File: src/rtl/mul_dot_seq_pkg.sv
// Shared types and default sizes for the dot-product sequencer.
package mul_seq_pkg;

  localparam int WIDTH_DEF   = 32;
  localparam int ACC_W_DEF   = 48;
  localparam int CNT_W_DEF   = 16;
  localparam int TIMEOUT_DEF = 80;

  typedef enum logic [1:0] {
    IDLE  = 2'd0,
    ISSUE = 2'd1,
    WAIT  = 2'd2,
    OUT   = 2'd3
  } mul_seq_state_t;

endpackage

File: src/rtl/mul_dot_seq_if.sv
// Operand stream, multiplier handshake and result port of the dot-product sequencer.
interface mul_dot_seq_if
  import mul_seq_pkg::*;
#(
  parameter int WIDTH = WIDTH_DEF,
  parameter int ACC_W = ACC_W_DEF,
  parameter int CNT_W = CNT_W_DEF
);

  logic             in_valid;
  logic             in_ready;
  logic [WIDTH-1:0] in_a;
  logic [WIDTH-1:0] in_b;
  logic             in_last;

  logic             mul_req;
  logic [WIDTH-1:0] mul_a;
  logic [WIDTH-1:0] mul_b;
  logic             mul_ack;
  logic [WIDTH-1:0] mul_out;

  logic             res_valid;
  logic             res_ready;
  logic [ACC_W-1:0] res_sum;
  logic [CNT_W-1:0] res_count;
  logic             res_ovf;
  logic             res_err;

  // master: the environment (producer, multiplier, consumer); slave: the sequencer
  modport master (
    output in_valid, in_a, in_b, in_last, mul_ack, mul_out, res_ready,
    input  in_ready, mul_req, mul_a, mul_b, res_valid, res_sum, res_count, res_ovf, res_err
  );

  modport slave (
    input  in_valid, in_a, in_b, in_last, mul_ack, mul_out, res_ready,
    output in_ready, mul_req, mul_a, mul_b, res_valid, res_sum, res_count, res_ovf, res_err
  );

endinterface

File: src/rtl/mul_dot_seq_acc.sv
// Dot-product accumulator: modulo sum with sticky carry flag, saturating count, sticky error.
module mul_dot_acc #(
  parameter int WIDTH = 32,
  parameter int ACC_W = 48,
  parameter int CNT_W = 16
) (
  input  logic             clk,
  input  logic             rst,
  input  logic             clr_i,
  input  logic             add_i,
  input  logic             err_set_i,
  input  logic [WIDTH-1:0] addend_i,
  output logic [ACC_W-1:0] sum_o,
  output logic [CNT_W-1:0] count_o,
  output logic             ovf_o,
  output logic             err_o
);

  logic [ACC_W-1:0] sum_q, sum_d;
  logic [CNT_W-1:0] cnt_q, cnt_d;
  logic             ovf_q, ovf_d;
  logic             err_q, err_d;
  logic [ACC_W:0]   sum_ext;

  always_comb begin
    sum_ext = {1'b0, sum_q} + (ACC_W+1)'(addend_i);
    sum_d   = sum_q;
    cnt_d   = cnt_q;
    ovf_d   = ovf_q;
    err_d   = err_q;
    if (clr_i) begin
      sum_d = '0;
      cnt_d = '0;
      ovf_d = 1'b0;
      err_d = 1'b0;
    end else if (add_i) begin
      sum_d = sum_ext[ACC_W-1:0];
      ovf_d = ovf_q | sum_ext[ACC_W];
      if (cnt_q != '1) cnt_d = cnt_q + CNT_W'(1);
      err_d = err_q | err_set_i;
    end
  end

  always_ff @(posedge clk or posedge rst) begin
    if (rst) begin
      sum_q <= '0;
      cnt_q <= '0;
      ovf_q <= 1'b0;
      err_q <= 1'b0;
    end else begin
      sum_q <= sum_d;
      cnt_q <= cnt_d;
      ovf_q <= ovf_d;
      err_q <= err_d;
    end
  end

  assign sum_o   = sum_q;
  assign count_o = cnt_q;
  assign ovf_o   = ovf_q;
  assign err_o   = err_q;

endmodule

File: src/rtl/mul_dot_seq.sv
// Dot-product sequencer: issues operand pairs to a req/ack multiplier and accumulates products.
module mul_dot_seq
  import mul_seq_pkg::*;
#(
  parameter int WIDTH   = WIDTH_DEF,
  parameter int ACC_W   = ACC_W_DEF,
  parameter int CNT_W   = CNT_W_DEF,
  parameter int TIMEOUT = TIMEOUT_DEF
) (
  input  logic         clk,
  input  logic         rst,
  mul_dot_seq_if.slave seq_if
);

  localparam int TMO_W = (TIMEOUT > 1) ? $clog2(TIMEOUT) : 1;

  mul_seq_state_t   state_q;
  logic             in_ready_q;
  logic             mul_req_q;
  logic [WIDTH-1:0] mul_a_q;
  logic [WIDTH-1:0] mul_b_q;
  logic             last_q;
  logic             res_valid_q;
  logic [TMO_W-1:0] tmo_q;

  logic             ack_w;
  logic             tmo_w;
  logic             clr_w;

  // An ack in the terminal cycle wins over the timeout
  assign ack_w = (state_q == WAIT) && seq_if.mul_ack;
  assign tmo_w = (state_q == WAIT) && !seq_if.mul_ack && (tmo_q == TMO_W'(TIMEOUT - 1));
  assign clr_w = (state_q == OUT) && seq_if.res_ready;

  always_ff @(posedge clk or posedge rst) begin
    if (rst) begin
      state_q     <= IDLE;
      in_ready_q  <= 1'b1;
      mul_req_q   <= 1'b0;
      mul_a_q     <= '0;
      mul_b_q     <= '0;
      last_q      <= 1'b0;
      res_valid_q <= 1'b0;
      tmo_q       <= '0;
    end else begin
      case (state_q)
        IDLE: begin
          if (seq_if.in_valid) begin
            mul_a_q    <= seq_if.in_a;
            mul_b_q    <= seq_if.in_b;
            last_q     <= seq_if.in_last;
            in_ready_q <= 1'b0;
            mul_req_q  <= 1'b1;
            state_q    <= ISSUE;
          end
        end
        ISSUE: begin
          mul_req_q <= 1'b0;
          tmo_q     <= '0;
          state_q   <= WAIT;
        end
        WAIT: begin
          if (ack_w || tmo_w) begin
            if (last_q) begin
              res_valid_q <= 1'b1;
              state_q     <= OUT;
            end else begin
              in_ready_q <= 1'b1;
              state_q    <= IDLE;
            end
          end else begin
            tmo_q <= tmo_q + TMO_W'(1);
          end
        end
        OUT: begin
          if (seq_if.res_ready) begin
            res_valid_q <= 1'b0;
            in_ready_q  <= 1'b1;
            state_q     <= IDLE;
          end
        end
        default: state_q <= IDLE;
      endcase
    end
  end

  mul_dot_acc #(
    .WIDTH (WIDTH),
    .ACC_W (ACC_W),
    .CNT_W (CNT_W)
  ) u_acc (
    .clk       (clk),
    .rst       (rst),
    .clr_i     (clr_w),
    .add_i     (ack_w | tmo_w),
    .err_set_i (tmo_w),
    .addend_i  (ack_w ? seq_if.mul_out : '0),
    .sum_o     (seq_if.res_sum),
    .count_o   (seq_if.res_count),
    .ovf_o     (seq_if.res_ovf),
    .err_o     (seq_if.res_err)
  );

  assign seq_if.in_ready  = in_ready_q;
  assign seq_if.mul_req   = mul_req_q;
  assign seq_if.mul_a     = mul_a_q;
  assign seq_if.mul_b     = mul_b_q;
  assign seq_if.res_valid = res_valid_q;

endmodule
File: src/flat_wrapper.sv
// flat-port wrapper written by rule: the top's interface ports become plain ports
module mul_dot_seq_flat import mul_seq_pkg::*;
#(
  parameter int WIDTH   = WIDTH_DEF,
  parameter int ACC_W   = ACC_W_DEF,
  parameter int CNT_W   = CNT_W_DEF,
  parameter int TIMEOUT = TIMEOUT_DEF
)
  (clk, rst, seq_if_in_valid, seq_if_in_a, seq_if_in_b, seq_if_in_last, seq_if_mul_ack, seq_if_mul_out, seq_if_res_ready, seq_if_in_ready, seq_if_mul_req, seq_if_mul_a, seq_if_mul_b, seq_if_res_valid, seq_if_res_sum, seq_if_res_count, seq_if_res_ovf, seq_if_res_err);
  mul_dot_seq_if #(.WIDTH(WIDTH), .ACC_W(ACC_W), .CNT_W(CNT_W)) seq_if_i ();
  input  logic clk;
  input  logic rst;
  input wire logic [$bits(seq_if_i.in_valid)-1:0] seq_if_in_valid;
  input wire logic [$bits(seq_if_i.in_a)-1:0] seq_if_in_a;
  input wire logic [$bits(seq_if_i.in_b)-1:0] seq_if_in_b;
  input wire logic [$bits(seq_if_i.in_last)-1:0] seq_if_in_last;
  input wire logic [$bits(seq_if_i.mul_ack)-1:0] seq_if_mul_ack;
  input wire logic [$bits(seq_if_i.mul_out)-1:0] seq_if_mul_out;
  input wire logic [$bits(seq_if_i.res_ready)-1:0] seq_if_res_ready;
  output wire logic [$bits(seq_if_i.in_ready)-1:0] seq_if_in_ready;
  output wire logic [$bits(seq_if_i.mul_req)-1:0] seq_if_mul_req;
  output wire logic [$bits(seq_if_i.mul_a)-1:0] seq_if_mul_a;
  output wire logic [$bits(seq_if_i.mul_b)-1:0] seq_if_mul_b;
  output wire logic [$bits(seq_if_i.res_valid)-1:0] seq_if_res_valid;
  output wire logic [$bits(seq_if_i.res_sum)-1:0] seq_if_res_sum;
  output wire logic [$bits(seq_if_i.res_count)-1:0] seq_if_res_count;
  output wire logic [$bits(seq_if_i.res_ovf)-1:0] seq_if_res_ovf;
  output wire logic [$bits(seq_if_i.res_err)-1:0] seq_if_res_err;
  assign seq_if_i.in_valid = seq_if_in_valid;
  assign seq_if_i.in_a = seq_if_in_a;
  assign seq_if_i.in_b = seq_if_in_b;
  assign seq_if_i.in_last = seq_if_in_last;
  assign seq_if_i.mul_ack = seq_if_mul_ack;
  assign seq_if_i.mul_out = seq_if_mul_out;
  assign seq_if_i.res_ready = seq_if_res_ready;
  assign seq_if_in_ready = seq_if_i.in_ready;
  assign seq_if_mul_req = seq_if_i.mul_req;
  assign seq_if_mul_a = seq_if_i.mul_a;
  assign seq_if_mul_b = seq_if_i.mul_b;
  assign seq_if_res_valid = seq_if_i.res_valid;
  assign seq_if_res_sum = seq_if_i.res_sum;
  assign seq_if_res_count = seq_if_i.res_count;
  assign seq_if_res_ovf = seq_if_i.res_ovf;
  assign seq_if_res_err = seq_if_i.res_err;
  mul_dot_seq #(.WIDTH(WIDTH), .ACC_W(ACC_W), .CNT_W(CNT_W), .TIMEOUT(TIMEOUT)) u_core (.clk(clk), .rst(rst), .seq_if(seq_if_i));
endmodule
File: config.mk
export PLATFORM = sky130hd
export DESIGN_NAME = mul_dot_seq_flat
export DESIGN_NICKNAME = d
export VERILOG_FILES = /design/src/rtl/mul_dot_seq_pkg.sv /design/src/rtl/mul_dot_seq_if.sv /design/src/rtl/mul_dot_seq_acc.sv /design/src/rtl/mul_dot_seq.sv /design/src/flat_wrapper.sv
export SDC_FILE = /design/constraint.sdc
export NUM_CORES = 1
export LEC_CHECK = 0
export BUFFER_PORTS_ARGS = -buffer_cell sky130_fd_sc_hd__buf_2
export CAP_MARGIN = 20
export CORE_MARGIN = 4
export CORE_UTILIZATION = 50
export DETAILED_ROUTE_END_ITERATION = 10
export PLACE_DENSITY = 0.79
export SYNTH_ARGS = -nofsm -noshare
export SYNTH_HDL_FRONTEND = slang
export SYNTH_SLANG_ARGS = --single-unit
export TNS_END_PERCENT = 1
File: constraint.sdc
create_clock -name clk -period 5.15 [get_ports clk]
set_clock_uncertainty 0.2 [all_clocks]
set_input_delay 0 -clock clk [delete_from_list [all_inputs] [get_ports clk]]
set_output_delay 0 -clock clk [all_outputs]
set_load 0.005 [all_outputs]
### Yosys cells after proc, flatten, opt, wreduce, memory -nomap -nowiden

Index checks and enable logic that the tools add are counted.

| storage, ports and cells | value |
|---|---|
| latch bits | 0 |
| bits in read-only memories | 0 |
| memories | 0 |
| RAM bits | 0 |
| bits of input ports | 102 |
| flip-flop bits (word level) | 143 |
| output and inout bits | 133 |

| cells by class | value |
|---|---|
| $lt $le $gt $ge | 0 |
| shift-type cells | 0 |
| equal/unequal tests | 11 |
| muxes and demuxes | 28 |
| reductions and logical operators | 20 |
| div/mod/pow operators | 0 |
| add/subtract/negate cells | 3 |
| bitwise gates (word level) | 3 |
| multiply operators | 0 |

Operator list:

| kind | count |
|---|---|
| 48-bit 2-to-1 mux | 2 |
| 48-bit by 32-bit adder with 49-bit output | 1 |
| 16-bit 2-to-1 mux | 3 |
| 32-bit 2-to-1 mux | 1 |
| 16-bit by 1-bit adder with 16-bit output (second input constant) | 1 |
| 16-bit inequality test (second input constant) | 1 |
| 7-bit case mux with 2 select lines | 1 |
| 1-bit 2-to-1 mux | 12 |
| 2-bit inequality test (second input constant) | 5 |
| 2-bit nonzero test | 5 |
| 2-bit 2-to-1 mux | 4 |
| 2-bit case mux with 4 select lines | 1 |
| 2-bit AND reduction | 4 |
| 7-bit by 1-bit adder with 7-bit output (second input constant) | 1 |
| 7-bit equality test (second input constant) | 1 |
| 7-bit 2-to-1 mux | 1 |
| 5-bit AND reduction | 1 |
| 2-bit equality test (second input constant) | 2 |
| 1-bit logical AND | 4 |
| 1-bit case mux with 2 select lines | 2 |
| 4-bit AND reduction | 1 |
| 1-bit OR | 3 |
| 1-bit case mux with 3 select lines | 1 |
| 3-bit AND reduction | 1 |
| 6 further kinds | 6 |

### Depth between registers and ports, before layout

| depth | value |
|---|---|
| depth in word-level cells | 7 |
| mapped depth | 16 |
| mapped depth without buffers | 14 |

### Modules after synthesis

A second synthesis with hierarchy kept.

| second synthesis, totals | value |
|---|---|
| cells, all modules | 788 |
| area, all modules | 8,101.5 µm² |

Modules (own cells, without submodules):

| module | area each (µm²) | instances | seq. area each (µm²) | cells each |
|---|---|---|---|---|
| mul_dot_acc | 4,803.4 | 1 | 1,651.6 | 548 |
| mul_dot_seq | 3,298.2 | 1 | 1,928.1 | 240 |

### Worst setup path before layout

Ideal clock, no wire load.

| timing | value |
|---|---|
| kind | flip-flop to flip-flop |
| start | register u_core.state_q[1] |
| end | register u_core.u_acc.sum_q[26], in the netlist u_core.u_acc.sum_o[26] |
| arrival time | 2.954 ns |
| period minus slack after synthesis | 3.284 ns |
| path slack | 1.866 ns |
| stages on the path, launching flop included | 17 |
| path through | dfrtp_1 > buf_2 > inv_2 > nor2_2 > clkbuf_1 > and3_1 > ha_1 > buf_6 > a211oi_2 > nor2_1 > o32ai_2 > nor4b_4 > nor2_2 > o21ai_1 > a221oi_2 > xor2_1 > o21ai_1 |

| between the ends | value |
|---|---|
| word-level cells in the longest chain between the ends | 6 |

Ends and longest elaborated chain:

| what | RTL line | text |
|---|---|---|
| start: declaration | mul_dot_seq.sv:17 | `mul_seq_state_t state_q;` |
| start signal: assignment | mul_dot_seq.sv:37 | `state_q <= IDLE;` |
| start signal: assignment | mul_dot_seq.sv:54 | `state_q <= ISSUE;` |
| start signal: assignment | mul_dot_seq.sv:60 | `state_q <= WAIT;` |
| 2-bit equality test | mul_dot_seq.sv:31, mul_dot_seq.sv:32 |  |
| 1-bit logical AND | mul_dot_seq.sv:31 | `assign ack_w = (state_q == WAIT) && seq_if.mul_ack;` |
| 32-bit 2-to-1 mux | mul_dot_seq.sv:97 | `.addend_i (ack_w ? seq_if.mul_out : '0),` |
| 48-bit by 32-bit adder with 49-bit output | mul_dot_seq_acc.sv:26 | `sum_ext = {1'b0, sum_q} + (ACC_W+1)'(addend_i);` |
| 48-bit 2-to-1 mux | mul_dot_seq_acc.sv:36 | `end else if (add_i) begin` |
| 48-bit 2-to-1 mux | mul_dot_seq_acc.sv:31 | `if (clr_i) begin` |
| end signal: assignment | mul_dot_seq_acc.sv:51 | `sum_q <= sum_d;` |
| end: declaration | mul_dot_seq_acc.sv:19 | `logic [ACC_W-1:0] sum_q, sum_d;` |

Several ways; a longest one is shown, not always the timed one. The select of a mux whose other input is x is not followed.
A chain may end at the register's enable or synchronous reset.

### Final worst setup path

| timing | value |
|---|---|
| start | register u_core.state_q[1] |
| end | register u_core.u_acc.sum_q[44], in the netlist u_core.u_acc.sum_o[44] |

The elaborated chain is that of the path after synthesis.

==> metrics.txt <==
Reg2Reg Launch Point=u_core.state_q[1]$_DFFE_PP0P_; worst-path fanout max=25; vias in the first global route=7360; Slew headroom=0.346; Setup-failing EPs final=0; CTS root buffer=clkbuf_16; total core area=0.0153 mm^2; final hold vios=0; HP Class=input port to flop; #FFs+latches synth=143; num ports=235; setup TNS=0 ns; vias per cell=roughly 5.5; clock latency on the worst-skew pair=approximately 0.43 ns; worst vdd ir=0.323 mV; Clock Tree Buf Depth=2; gr usage total=0.262; critical path's largest stage delay=0.70 ns; WL per Instance=17.8 um; DRC violations left=0; Max Clk Rate=0.246 GHz; outcome=completed; CTS buffer count=17; area share of the largest cell type after synthesis=0.453; CTS clock-pin slew for the worst setup and hold paths=0.07 ns; Post-synth top flop=dfrtp_1; crit-path cells=inv_2 -> nor2_2 -> and3_1 -> ha_1 -> fa_1 -> a21oi_1 -> o211ai_2 -> a211oi_2 -> nor4b_4 -> a21oi_4 -> o21ai_4 -> and4_4 -> xnor2_1 -> nor2_1; Layout area overhead=34.1%; Final Slew Violations=0; initial core utilization=0.514; hold_sp=seq_if_mul_out[2]; R2R Setup Slk=1.08 ns; share of power burned in registers=0.361; Worst Reg-to-Reg Cells=14; Sink Count=around 140; Worst-Margin Slew=0.979 ns; largest net degree at the start of global routing=88; Hold Path End=u_core.u_acc.sum_o[2]$_DFFE_PP0P_; Int Power=3.19 mW; top cells by area, synth=dfrtp_1, mux2_2, ha_1, and3_1, nand3_1; drt total wl=approximately 23 mm; die width=between 100 and 150 um; CTS H-tree depth=4; share of the yosys chip area belonging to registers=0.457; CP bufs+invs=1; Via Count=7078; WP data required=5.27 ns; max-capacitance violation count=0; I/O Buffers=234; first-pass GRT wire length=between 30 and 40 mm; total grt overflow=0; unique cell type count in the Yosys netlist=~70; FFs w/ async S/R, synth=1.00; initial drt markers=453; CP startpoint=u_core.state_q[1]$_DFFE_PP0P_; hold path depth=5; combinational power share=0.390; CP Depth=14; RSZ-0062 raised after global routing=no; Avg Cell Area, Syn=10.2 um^2; initial antenna violation count=1; CP Capture Type=flop; Slowest-stage cell, CP=nor2_2; post-CTS setup repair buffer count=0; Fin Hold WS=0.0209 ns; startpoint types=flop; drt first pass iters=5; Syn Inst Count=765; P_sw=1.87 mW; switching share of power=0.369; top-count cell post-synth=dfrtp_1; Clk pwr share=0.249; fraction of the cycle the final worst path needs=0.790; P_leak=5.16 nW; Post-Syn Area=0.00784 mm^2; Die ar.=roughly 0.018 mm^2; number of core rows=45; layout cell share with drive strength beyond 1=0.349; Post-synth EDFFs=0; reg-to-reg critical path endpoint=u_core.u_acc.sum_o[44]$_DFFE_PP0P_; CP top delay family=simple AND/OR/NAND/NOR gates; GPL Wtd Cong=0.925; WP data arrival=4.18 ns; minimum clock period=roughly 4.1 ns; syn_nets=902; chip height=approximately 130 um; antenna viol nets, final=0; post-DP HPWL=15.5 mm; cell taking the most area after synthesis=dfrtp_1; PwrDens=around 480 mW/mm^2; final net count=1197; Crit Path Class=flop to flop; Ys Warns=0; CTS tree=built; Post-synth top cells=dfrtp_1, mux2_2, nand3_1
through the flow:
stage / instances / setup WS, ns / utilization / instance area, um^2 / power, mW
floorplan: 765 / 1.11 / - / 7840 / 2.97
global placement: 1181 / 1.18 / 0.602 / 9190 / 3.63
detailed placement: 1182 / 1.11 / 0.604 / 9210 / 3.72
CTS: 1284 / 1.07 / 0.689 / 10500 / 5.03
global route: 1285 / 0.812 / 0.689 / 10500 / 5.38
finish: 1285 / 1.08 / 0.689 / 10500 / 5.06
kinds of logic after synthesis:
| family | after synthesis | synth area share |
|---|---|---|
| muxes | 66 | 0.0947 |
| adders and majority gates | 35 | 0.0568 |
| AOI/OAI and AO/OA | 170 | 0.142 |
| buffers and inverters | 49 | 0.0265 |
| DFF | 143 | 0.457 |
| and+or+nand+nor | 252 | 0.167 |
| xor gates and xnor gates | 50 | 0.0559 |
power by group through the flow:
stage               registers [mW]  clock network [mW]  logic, mW
floorplan                     1.81                   0       1.17
finish                        1.83                1.26       1.97
CTS                           1.80                1.28       1.95
global placement              1.79                   0       1.84
global route                  1.88                1.33       2.17
detailed placement            1.82                   0       1.90
tightest hold or removal path, stage by stage:
cell and delay [ns]:
buf_2 0.08, and3_1 0.14, ha_1 0.17, xnor2_1 0.14, a211oi_1 0.07
placed cells by master (no fill, tap or decap), types with 3 or more instances in the layout:
cell type / instances
xor2_1: 26
inv_1: 10
nor2_2: 3
nor2_1: 51
o211ai_1: 5
a21o_1: 11
mux2_2: 65
nor3_1: 10
dlygate4sd3_1: 70
buf_4: 7
o21ai_1: 8
clkbuf_16: 17
dfrtp_1: 142
and2_1: 4
a31oi_1: 5
ha_1: 34
or3_1: 6
and4_1: 3
o31ai_1: 3
o21ai_2: 3
buf_2: 234
a21oi_1: 47
and3_1: 43
inv_6: 7
xnor2_1: 24
nand2b_1: 3
a211oi_2: 3
nand3_1: 52
nand2_1: 44
nor2b_1: 9
o21ai_0: 51
o2111ai_1: 4
nand4_1: 10
nand2_2: 3
sequential cells by signal, summed over array words and instances, names as in the netlist:
name                     count
u_core.seq_if.in_ready       1
u_core.last_q                1
u_core.seq_if.res_valid      1
u_core.u_acc.ovf_o           1
u_core.seq_if.mul_a         32
u_core.seq_if.mul_req        1
u_core.state_q               2
u_core.tmo_q                 7
u_core.u_acc.sum_o          48
u_core.seq_if.mul_b         32
u_core.u_acc.err_o           1
u_core.u_acc.count_o        16
metal layers:
metal | GRT usage | part of all wire | vias to the layer above
met5 | 0 | 0 | -
met4 | 0.106 | 0.028 | 0
met3 | 0.0684 | 0.072 | 53
met2 | 0.441 | 0.50 | 266
met1 | 0.321 | 0.40 | 3396
li1 | - | - | 3363
cell type report:
cell class / instances / area [um^2]
diodes: 1 / 2.50
repair buffers: 312 / 1950
clock inverters: 15 / 169
fillers: 1129 / 4750
inverters: 13 / 53.8
flip-flops and latches: 143 / 3580
clock buffers: 17 / 425
well taps: 211 / 264
multi-input cells: 573 / 4070
how the worst max path moves through the flow:
stage                                          to  slack, ns
5_1_grt        u_core.u_acc.sum_o[44]$_DFFE_PP0P_       0.81
4_1_cts        u_core.u_acc.sum_o[44]$_DFFE_PP0P_       1.07
3_5_place_dp   u_core.u_acc.sum_o[44]$_DFFE_PP0P_       1.11
6_report       u_core.u_acc.sum_o[44]$_DFFE_PP0P_       1.08
3_3_place_gp   u_core.u_acc.sum_o[44]$_DFFE_PP0P_       1.18
2_1_floorplan           u_core.last_q$_DFFE_PP0P_       1.11
what timing repair did:
action                                  in CTS  in global routing
endpoints found under the hold margin      156                  0
resized for setup                            0                  0
endpoints found under the setup margin       0                  0
hold buffers                                70                  0
Power figures use the tool's default switching activity.
